`src/rtl/jk_sched_pkg.sv`:
```
// Shared types and JK cell rule for the JK bank scheduler.
package jk_sched_pkg;

  typedef enum logic [1:0] {
    IDLE  = 2'd0,
    GRANT = 2'd1,
    ACK   = 2'd2
  } sched_state_t;

  localparam logic [1:0] JK_HOLD = 2'b00;
  localparam logic [1:0] JK_CLR  = 2'b01;
  localparam logic [1:0] JK_SET  = 2'b10;
  localparam logic [1:0] JK_TGL  = 2'b11;

  function automatic logic jk_next(input logic j, input logic k, input logic q);
    logic r;
    case ({j, k})
      JK_HOLD: r = q;
      JK_CLR:  r = 1'b0;
      JK_SET:  r = 1'b1;
      JK_TGL:  r = ~q;
      default: r = q;
    endcase
    return r;
  endfunction

endpackage

```
`src/rtl/jk_cell.sv`:
```
// One JK storage bit; qb is its own flop so it is never a cycle behind q.
module jk_cell
  import jk_sched_pkg::*;
(
  input  logic clk,
  input  logic rst_n,
  input  logic en,
  input  logic j,
  input  logic k,
  output logic q,
  output logic qb
);

  logic r_q;
  logic r_qb;
  logic w_nxt;

  assign w_nxt = jk_next(j, k, r_q);

  always_ff @(posedge clk or negedge rst_n) begin
    if (!rst_n) begin
      r_q  <= 1'b0;
      r_qb <= 1'b1;
    end else if (en) begin
      r_q  <= w_nxt;
      r_qb <= ~w_nxt;
    end
  end

  assign q  = r_q;
  assign qb = r_qb;

endmodule

```
`src/rtl/jk_bank_scheduler.sv`:
```
// Round-robin scheduler that serialises JK mask writes from N_REQ agents
// into a single W-bit JK bank (grant -> update -> ack, 3 cycles each).
module jk_bank_scheduler
  import jk_sched_pkg::*;
#(
  parameter int N_REQ = 4,
  parameter int W     = 8
) (
  input  logic               clk,
  input  logic               rst_n,
  input  logic [N_REQ-1:0]   req,
  input  logic [N_REQ*W-1:0] cmd_j,
  input  logic [N_REQ*W-1:0] cmd_k,
  output logic [N_REQ-1:0]   ack,
  output logic [W-1:0]       q,
  output logic [W-1:0]       qb,
  output logic               busy
);

  localparam int PW = $clog2(N_REQ);
  localparam logic [PW:0] NREQ_W = (PW+1)'(N_REQ);

  sched_state_t r_state;
  sched_state_t w_state_nxt;

  logic [PW-1:0]    r_ptr;
  logic [PW-1:0]    r_gnt;
  logic [W-1:0]     r_mask_j;
  logic [W-1:0]     r_mask_k;
  logic [N_REQ-1:0] r_ack;

  logic [2*N_REQ-1:0] w_req2;
  logic [N_REQ-1:0]   w_rot;
  logic               w_any;
  logic [PW-1:0]      w_off;
  logic [PW:0]        w_sum;
  logic [PW:0]        w_diff;
  logic [PW-1:0]      w_win;
  logic [PW:0]        w_inc;
  logic [PW-1:0]      w_ptr_nxt;
  logic [W-1:0]       w_sel_j;
  logic [W-1:0]       w_sel_k;
  logic [N_REQ-1:0]   w_ack_nxt;
  logic               w_grant;
  logic               w_update;
  logic               w_done;

  // Rotate requests so bit 0 is the pointer position, take the lowest set bit,
  // then map the offset back to an absolute requester index.
  assign w_req2 = {req, req} >> r_ptr;
  assign w_rot  = w_req2[N_REQ-1:0];

  always_comb begin
    w_any = |w_rot;
    w_off = '0;
    for (int i = N_REQ - 1; i >= 0; i--) begin
      if (w_rot[i]) w_off = PW'(i);
    end
  end

  assign w_sum  = {1'b0, r_ptr} + {1'b0, w_off};
  assign w_diff = w_sum - NREQ_W;
  assign w_win  = (w_sum >= NREQ_W) ? w_diff[PW-1:0] : w_sum[PW-1:0];

  assign w_inc     = {1'b0, r_gnt} + (PW+1)'(1);
  assign w_ptr_nxt = (w_inc == NREQ_W) ? '0 : w_inc[PW-1:0];

  always_comb begin
    w_sel_j = '0;
    w_sel_k = '0;
    for (int i = 0; i < N_REQ; i++) begin
      if (w_win == PW'(i)) begin
        w_sel_j = cmd_j[i*W +: W];
        w_sel_k = cmd_k[i*W +: W];
      end
    end
  end

  always_comb begin
    w_state_nxt = r_state;
    w_grant     = 1'b0;
    w_update    = 1'b0;
    w_done      = 1'b0;
    case (r_state)
      IDLE: begin
        if (w_any) begin
          w_grant     = 1'b1;
          w_state_nxt = GRANT;
        end
      end
      GRANT: begin
        w_update    = 1'b1;
        w_state_nxt = ACK;
      end
      ACK: begin
        w_done      = 1'b1;
        w_state_nxt = IDLE;
      end
      default: w_state_nxt = IDLE;
    endcase
  end

  always_comb begin
    w_ack_nxt = '0;
    for (int i = 0; i < N_REQ; i++) begin
      w_ack_nxt[i] = w_done && (r_gnt == PW'(i));
    end
  end

  always_ff @(posedge clk or negedge rst_n) begin
    if (!rst_n) begin
      r_state  <= IDLE;
      r_ptr    <= '0;
      r_gnt    <= '0;
      r_mask_j <= '0;
      r_mask_k <= '0;
      r_ack    <= '0;
    end else begin
      r_state <= w_state_nxt;
      r_ack   <= w_ack_nxt;
      if (w_grant) begin
        r_gnt    <= w_win;
        r_mask_j <= w_sel_j;
        r_mask_k <= w_sel_k;
      end
      if (w_done) r_ptr <= w_ptr_nxt;
    end
  end

  for (genvar b = 0; b < W; b++) begin : g_cell
    jk_cell u_cell (
      .clk   (clk),
      .rst_n (rst_n),
      .en    (w_update),
      .j     (r_mask_j[b]),
      .k     (r_mask_k[b]),
      .q     (q[b]),
      .qb    (qb[b])
    );
  end

  assign ack  = r_ack;
  assign busy = (r_state != IDLE);

endmodule

```
`config.mk`:
```
export PLATFORM = sky130hd
export DESIGN_NAME = jk_bank_scheduler
export DESIGN_NICKNAME = d
export VERILOG_FILES = /design/src/rtl/jk_sched_pkg.sv /design/src/rtl/jk_cell.sv /design/src/rtl/jk_bank_scheduler.sv
export SDC_FILE = /design/constraint.sdc
export NUM_CORES = 1
export LEC_CHECK = 0
export BUFFER_PORTS_ARGS = -buffer_cell sky130_fd_sc_hd__buf_2
export CAP_MARGIN = 10
export CORE_MARGIN = 2
export CORE_UTILIZATION = 50
export DETAILED_ROUTE_END_ITERATION = 10
export GPL_ROUTABILITY_DRIVEN = 0
export PLACE_DENSITY = 0.86
export REMOVE_ABC_BUFFERS = 1
export SLEW_MARGIN = 30
export SYNTH_ARGS = -nofsm -noshare
export SYNTH_HDL_FRONTEND = slang
export SYNTH_SLANG_ARGS = --single-unit
export TNS_END_PERCENT = 20
```
`constraint.sdc`:
```
create_clock -name clk -period 3.5 [get_ports clk]
set_input_delay 0.525 -clock clk [delete_from_list [all_inputs] [get_ports clk]]
set_output_delay 0.525 -clock clk [all_outputs]
set_load 0.05 [all_outputs]
```
==> flow_summary.yaml, run 1 <==
run_status:
  status: "complete, no violations"
placed_design:
  dp_hpwl_um: 4100
  dp_cells: 381
  dpl_cell_area_um2: 2970
  io_buffers: 90
timing:
  finalCriticalPeriod_ps: 2980
  slew_violations: 0
  worstMarginPinSlew_ps: 737
  fmax_ghz: 0.336
  setup_violations: 0
  relSlewSlack_pct: 50.8
  setup_tns_ps: 0
  skew_ps: 6.30
  final-hold-violation-count: 0
  rsz0062_at_grt: "no"
  fin_crit_sh_pct: 85.1
drt:
  finalWirelength_um: 5690
  drc: 0
  wire_per_inst_um: 14.6
  vias_per_cell: 5.58
  postRouteAntennaNets: 0
  dr.pass1.iters: 4
  vias: 2170
  drt_iter0_markers: 60
critical_path:
  required_ps: 3670
  cp-end-kind: "register"
  crit_chain: "nand2b_1 -> o22ai_1 -> o21ai_0 -> o221ai_1 -> ha_1 -> xnor2_1 -> xnor2_4 -> mux2_1 -> a221o_1"
  crit_path_start_kind: "register"
  path_max_fanout: 17
  cp_slowest_cell: "xnor2_4"
  crit_type: "register to register"
  worst-endpoint-arrival_ps: 3150
  cp_slowest_stage_delay_ps: 600
synthesis:
  netlist_top_cells_count: "dfrtp_1, mux2i_1, a21oi_1"
  synth.most_common_cell: "dfrtp_1"
  ys_async_sr_fraction_pct: 100
  yosysWarnings: 0
  synth_area_leaders: "dfrtp_1, mux2i_1, dfstp_2, a221o_1, mux2_2"
  synth_edf_count: 0
  ys_ff_latch: 42
  synth_top_area_share_pct: 32.8
  synth_seq_area_share_pct: 40.9
  synth_cell_type_count: 33
  synthCells: 250
  synthFlopType: "dfrtp_1"
  syn_avg_cell_area_um2: 10.4
  synth_top_cell_by_area: "dfrtp_1"
  synth_area_um2: 2590
floorplanning:
  die_x_um: 76.0
  initial_utilization_pct: 51.5
  io_pins: 91
  rows: 26
  core_area_um2: 5040
  die_y_um: 76.0
  die_area_um2: 5780
cts:
  htreeDepth: 2
  post_cts_resized: 0
  cts_setup_buffers: 0
  clk-insertion-delay-late_ps: 290
  cts.sinks: 42
  cts_root_buf: "clkbuf_8"
  cts_buffers: 5
  path_clk_slew_ps: 70
  postCtsHoldBufs: 0
  tritoncts: "yes"
  cts.path.max_buffers: 2
pwr:
  combPwrFrac_pct: 61.1
  peakVddDrop_uv: 549
  clock_power_share_pct: 9.0
  p_int_mw: 1.70
  power_switching_mw: 1.55
  swShare_pct: 47.7
  power.density_nw_per_um2: 1060
  leakage_nw: 1.40
  power_frac_seq_pct: 29.9
global_routing:
  grt_usage_pct: 19.9
  grt_max_degree: 43
  antenna_found_initial: 0
  grt_pass1_wl_um: 9260
  grt-ovfl-total: 0
  grt_pass1_vias: 1969
hold_path:
  hold_path_class: "input port to asynchronous set/reset pin"
finish:
  drive_gt1_share_pct: 37.9
  fill_cells: 425
  final_cells: 389
  final_area_um2: 3060
  fin_nets: 393
  syn_to_final_growth_pct: 18.1
  diodes: 0
flow_run:
  drv_cap: 0
[stage by stage]
step | total power [mW] | hold slack (ps) | worst slack, ps | utilization, %
floorplan | 2.48 | 229 | 85.0 | -
global placement | 2.85 | 471 | 319 | 58.9
detailed placement | 2.95 | 479 | 150 | 58.9
CTS | 3.25 | 388 | 267 | 60.5
global route | 3.48 | 243 | 311 | 60.8
finish | 3.25 | 206 | 523 | 60.8
[final timing paths]
kind	from	slack, ps	cells after the start	to
hold / removal	rst_n	210	1	r_mask_k[3]
hold reg to reg	r_mask_k[5]	490	1	g_cell[5].u_cell.q
min in group clk	r_mask_k[5]	490	1	g_cell[5].u_cell.q
setup reg to reg	r_ptr[0]	520	9	r_mask_j[3]
max in group asynchronous	rst_n	2930	1	g_cell[0].u_cell.qb
setup / recovery	r_ptr[0]	520	9	r_mask_j[3]
[critical path: cells and delay by family (launching register included)]
kind                       cells  cell delay, ps
xor gates and xnor gates       2             820
DFF                            1             550
muxes                          1             420
and+or+nand+nor                1             160
adders and majority gates      1             220
AOI/OAI and AO/OA              4             680
[area by class of cell]
| cell class | count | area [um^2] | area share [%] |
|---|---|---|---|
| multi-input combinational | 171 | 1350 | 43.9 |
| inverter | 6 | 22.5 | 0.735 |
| sequential | 42 | 1060 | 34.6 |
| timing repair buffer | 92 | 468 | 15.3 |
| tap | 70 | 87.6 | 2.86 |
| clock buffer | 8 | 80.1 | 2.61 |
[cells in the final DEF (no fill, tap or decap), types with 2 or more instances in the layout]
cell type / n
nand3_1: 2
buf_4: 3
and2_1: 4
a31oi_1: 8
dfstp_2: 8
mux2_1: 9
ha_1: 5
o21ai_0: 4
mux2_2: 11
a21oi_1: 22
mux2i_1: 32
dfrtp_1: 34
o22ai_1: 17
buf_2: 89
nor2_1: 19
clkbuf_8: 5
nor2b_1: 3
inv_1: 6
a21o_1: 2
nand2_1: 4
a221o_1: 16
clkbuf_1: 3
[sequential cells by signal, indices dropped and copies added, names as in the netlist]
signal / count
r_state: 2
ack: 4
g_cell.u_cell.qb: 8
r_gnt: 2
r_mask_j: 8
r_mask_k: 8
r_ptr: 2
g_cell.u_cell.q: 8
[per-layer routing]
metal	routed length [um]	track usage, %	vias to the layer above
met5	0	0	-
met4	83	6.73	0
met3	317	4.50	8
met2	2810	33.8	74
met1	2490	25.2	1030
li1	-	-	1058
[power by group through the flow]
stage | Sequential (mW) | Clock, mW | Combinational, mW
2_1_floorplan | 1.30 | 0 | 1.18
3_3_place_gp | 0.963 | 0 | 1.89
3_5_place_dp | 0.979 | 0 | 1.97
4_1_cts | 0.970 | 0.299 | 1.98
5_1_grt | 1.01 | 0.317 | 2.15
6_report | 0.972 | 0.292 | 1.99
[logic make-up after synthesis]
group	count (synthesis)	synth area share (%)
muxes	52	21.0
AOI/OAI and AO/OA	74	20.1
xor gates and xnor gates	2	0.965
DFF	42	40.9
adders and majority gates	5	2.41
buffers and inverters	37	7.91
and+or+nand+nor	38	6.75
Note: power is estimated with default switching activity, not from simulation.
==> inputs of run 2 (changes only) <==
==> constraint.sdc (replaced) <==
create_clock -name clk -period 3.5 [get_ports clk]
set_input_delay 0.35 -clock clk [delete_from_list [all_inputs] [get_ports clk]]
set_output_delay 0.35 -clock clk [all_outputs]
set_load 0.05 [all_outputs]
==> run 2 against run 1 <==
Via count grew 1.3%. Sequential power about the same. Combinational power hardly changed. Wire length grew 1.8%. Flip-flop and latch count unchanged. Non-clock buffer count did not move. Critical path type unchanged. First-iteration DRC count rose by 78%. Global-route usage hardly changed.
==> flow_summary.yaml, run 2 (synthesis results as in run 1) <==
cts:
  post_cts_resized: 0
  cts_buffers: 5
  cts.sinks: 42
  postCtsHoldBufs: 0
  cts_setup_buffers: 0
  tritoncts: "yes"
  cts_root_buf: "clkbuf_8"
  htreeDepth: 2
  path_clk_slew_ps: 70
  cts.path.max_buffers: 2
  clk-insertion-delay-late_ps: 290
placed_design:
  dp_slack_ps: 312
  dp_cells: 381
  dp_hpwl_um: 4230
  dpl_cell_area_um2: 2970
  io_buffers: 90
timing:
  skew_ps: 5.55
  finalCriticalPeriod_ps: 3060
  rsz0062_at_grt: "no"
  setup_violations: 0
  fin_crit_sh_pct: 87.3
  final-hold-violation-count: 0
  worstMarginPinSlew_ps: 754
  relSlewSlack_pct: 49.6
  setup_tns_ps: 0
  fin_ws_ps: 444
  slew_violations: 0
  fmax_ghz: 0.327
pwr:
  combPwrFrac_pct: 61.0
  swShare_pct: 47.8
  power.density_nw_per_um2: 1060
  clock_power_share_pct: 9.1
  p_int_mw: 1.70
  peakVddDrop_uv: 436
  power_frac_seq_pct: 30.0
  leakage_nw: 1.40
  power_switching_mw: 1.55
drt:
  postRouteAntennaNets: 0
  drc: 0
  vias_per_cell: 5.65
  finalWirelength_um: 5800
  wire_per_inst_um: 14.9
  drt_iter0_markers: 107
  dr.pass1.iters: 4
  vias: 2199
critical_path:
  r2r_slack_ps: 440
  required_ps: 3720
  crit_type: "register to register"
  rr_worst_depth: 9
  path_max_fanout: 16
  worst-endpoint-arrival_ps: 3280
  cp-end-kind: "register"
  crit_path_start_kind: "register"
finish:
  fill_cells: 415
  fin_nets: 393
  fin_util_pct: 60.8
  multi_input_area_um2: 1350
  regArea_um2: 1060
  final_cell_mix: "buf_2, dfrtp_1, mux2i_1"
  final_common_cell: "buf_2"
  syn_to_final_growth_pct: 18.1
  final_area_um2: 3060
  final_cells: 389
  drive_gt1_share_pct: 37.9
  diodes: 0
floorplanning:
  core_area_um2: 5040
  rows: 26
  die_x_um: 76.0
  initial_utilization_pct: 51.5
  die_y_um: 76.0
  io_pins: 91
  die_area_um2: 5780
global_routing:
  grt_usage_pct: 19.9
  grt_max_degree: 43
  grt_pass1_vias: 2033
  grt-ovfl-total: 0
  grt_pass1_wl_um: 9350
  antenna_found_initial: 0
flow_run:
  drv_cap: 0
run_status:
  status: "complete, no violations"
hold_path:
  hold_path_class: "input port to asynchronous set/reset pin"
[run 2: cell counts in the layout (fill, tap and decap cells not counted)]
Identical to the previous run, type by type.
[run 2: routing by layer]
metal  routed length, um  vias up  GRT usage (%)
li1                    -     1055              -
met1                2440     1052           25.5
met2                2960       87           34.6
met3                 339        5           3.32
met4                  59        0           6.18
met5                   0        -              0
[run 2: path summary, 6_finish.rpt]
check,from,to
worst max-delay path,r_ptr[0],r_mask_j[3]
worst min-delay path,rst_n,r_ptr[1]
worst max register to register,r_ptr[0],r_mask_j[3]
worst min register to register,r_mask_k[1],g_cell[1].u_cell.q
max in group asynchronous,rst_n,g_cell[1].u_cell.qb
min in group clk,cmd_j[9],r_mask_j[1]
[run 2: critical path, stage by stage, from the launching register on]
cell and delay, ps:
dfrtp_1 540, nand2b_1 170, o22ai_1 70, o21ai_0 160, o221ai_1 140, ha_1 210, xnor2_1 480, nand3_1 680
o22ai_1 370, a221o_1 160
[run 2: final cells by class]
| class | instances | share of cell area (%) |
|---|---|---|
| sequential | 42 | 34.6 |
| multi-input combinational | 171 | 43.9 |
| inverter | 6 | 0.735 |
| clock buffer | 8 | 2.61 |
| timing repair buffer | 92 | 15.3 |
| tap | 70 | 2.86 |
[run 2: metrics by stage]
| stage | power, mW | hold slack, ps |
|---|---|---|
| CTS | 3.23 | 216 |
| finish | 3.25 | 36.6 |
| global route | 3.47 | 78.7 |
| detailed placement | 2.94 | 477 |
| floorplan | 2.48 | 54.4 |
| global placement | 2.85 | 468 |
[run 2: power groups by stage]
stage / clock network [mW] / logic, mW / registers, mW
3_3_place_gp: 0 / 1.89 / 0.961
2_1_floorplan: 0 / 1.18 / 1.30
5_1_grt: 0.319 / 2.14 / 1.01
3_5_place_dp: 0 / 1.96 / 0.980
4_1_cts: 0.299 / 1.96 / 0.971
6_report: 0.294 / 1.98 / 0.974
==> inputs of run 3 (changes only) <==
- CORE_ASPECT_RATIO: default -> 1.75
==> run 3 against run 2 <==
Via count is 2.3% higher. Sequential power hardly changed. Critical path depth stayed put. Register-to-register slack better by 100 ps. Flip-flop and latch count stayed put. Die area is 0.40% higher.
==> flow_summary.yaml, run 3 (synthesis results as in run 1) <==
run_status:
  status: "complete, no violations"
drt:
  routed-wl-met2_um: 3280
  finalWirelength_um: 6090
  wire_per_inst_um: 16.3
  drc: 0
  dr.pass1.iters: 4
  vias: 2249
  vias_per_cell: 6.01
  postRouteAntennaNets: 0
  wl_met1_um: 2320
  met3WireLength_um: 298
  drt_iter0_markers: 122
  highest_layer: "met4"
global_routing:
  grt_pass1_vias: 2207
  grt_pass1_wl_um: 9830
  antenna_found_initial: 0
  grt_max_degree: 43
  grt_usage_pct: 21.8
  grt-ovfl-total: 0
critical_path:
  rr_worst_depth: 9
  r2r_start: "r_ptr[0]"
  cp_common_cell: "o22ai_1"
  crit_chain: "nand2b_1 -> o22ai_1 -> o21ai_0 -> o221ai_1 -> ha_1 -> xnor2_1 -> nand3_1 -> o22ai_1 -> a221o_1"
  required_ps: 3740
  path_max_fanout: 16
  r2r_slack_ps: 550
  crit_path_start_kind: "register"
  cp_top_family: "compound AO/OA/AOI/OAI gates"
  cp-end-kind: "register"
  r2r-end: "r_mask_j[6]"
  worst-endpoint-arrival_ps: 3190
  cp_slowest_stage_delay_ps: 630
  crit_type: "register to register"
  cp_slowest_cell: "nand3_1"
  cp_num_buf_inv: 0
floorplanning:
  rows: 34
  initial_utilization_pct: 52.1
  core_area_um2: 4980
  die_x_um: 58.5
  die_area_um2: 5810
  die_y_um: 99.3
  io_pins: 91
timing:
  final-hold-violation-count: 0
  worstMarginPinSlew_ps: 690
  relSlewSlack_pct: 54.0
  fmax_ghz: 0.339
  slew_violations: 0
  skew_ps: 4.29
  setup_tns_ps: 0
  fin_crit_sh_pct: 84.3
  finalCriticalPeriod_ps: 2950
  rsz0062_at_grt: "no"
  setup_violations: 0
placed_design:
  io_buffers: 90
  dp_hpwl_um: 4480
finish:
  fin_nets: 394
  syn_to_final_growth_pct: 18.8
  diodes: 0
  final_cell_mix: "buf_2, dfrtp_1, mux2i_1"
  fill_cells: 408
  drive_gt1_share_pct: 38.8
  final_common_cell: "buf_2"
pwr:
  finalPower_mw: 3.36
  power.density_nw_per_um2: 1090
  leakage_nw: 1.42
  peakVddDrop_uv: 715
cts:
  post_cts_resized: 0
  path_clk_slew_ps: 80
  tritoncts: "yes"
  cts_root_buf: "clkbuf_8"
  cts_buffers: 5
  cts_setup_buffers: 0
  cts.path.max_buffers: 2
  postCtsHoldBufs: 0
  htreeDepth: 2
  cts.sinks: 42
  clk-insertion-delay-late_ps: 300
flow_run:
  drv_cap: 0
hold_path:
  hold_path_class: "input port to asynchronous set/reset pin"
-- run 3: power breakdown --
part	switching [mW]	internal, mW	total [mW]	leakage, nW
clock	0.170	0.210	0.380	0.0579
sequential	0.211	0.764	0.975	0.499
combinational	1.20	0.806	2.00	0.867
total	1.58	1.78	3.36	1.42
-- run 3: how the worst max path moves through the flow --
stage,from,to,slack [ps],cells past startpoint
floorplan,r_ptr[1],r_mask_j[0],160,6
global placement,req[2],r_mask_k[3],480,9
detailed placement,r_ptr[0],r_mask_j[6],340,9
CTS,r_ptr[0],r_mask_k[4],320,9
global route,r_ptr[0],r_mask_j[5],300,9
finish,r_ptr[0],r_mask_j[6],550,9
-- run 3: area by class of cell --
class                           instances  area, um^2  area share, %
Clock buffer                            5        68.8           2.23
Multi-Input combinational cell        171        1350           43.7
Timing Repair Buffer                   93         475           15.4
Clock inverter                          3        40.0           1.30
Sequential cell                        42        1060           34.4
Tap cell                               54        67.6           2.19
Inverter                                6        22.5          0.731
-- run 3: per-layer routing --
layer	GRT usage [%]	up-vias
li1	-	1063
met1	25.0	1088
met2	38.5	84
met3	2.99	14
met4	10.4	0
met5	0	-
-- run 3: through the flow --
step | cells | area (um^2) | worst slack, ps | hold slack [ps] | utilization (%)
floorplan | 219 | 2410 | 161 | 54.4 | -
global placement | 366 | 2960 | 484 | 474 | 59.4
detailed placement | 366 | 2960 | 338 | 482 | 59.5
CTS | 374 | 3070 | 316 | 214 | 61.7
global route | 374 | 3080 | 303 | 64.2 | 61.9
finish | 374 | 3080 | 548 | 20.8 | 61.9
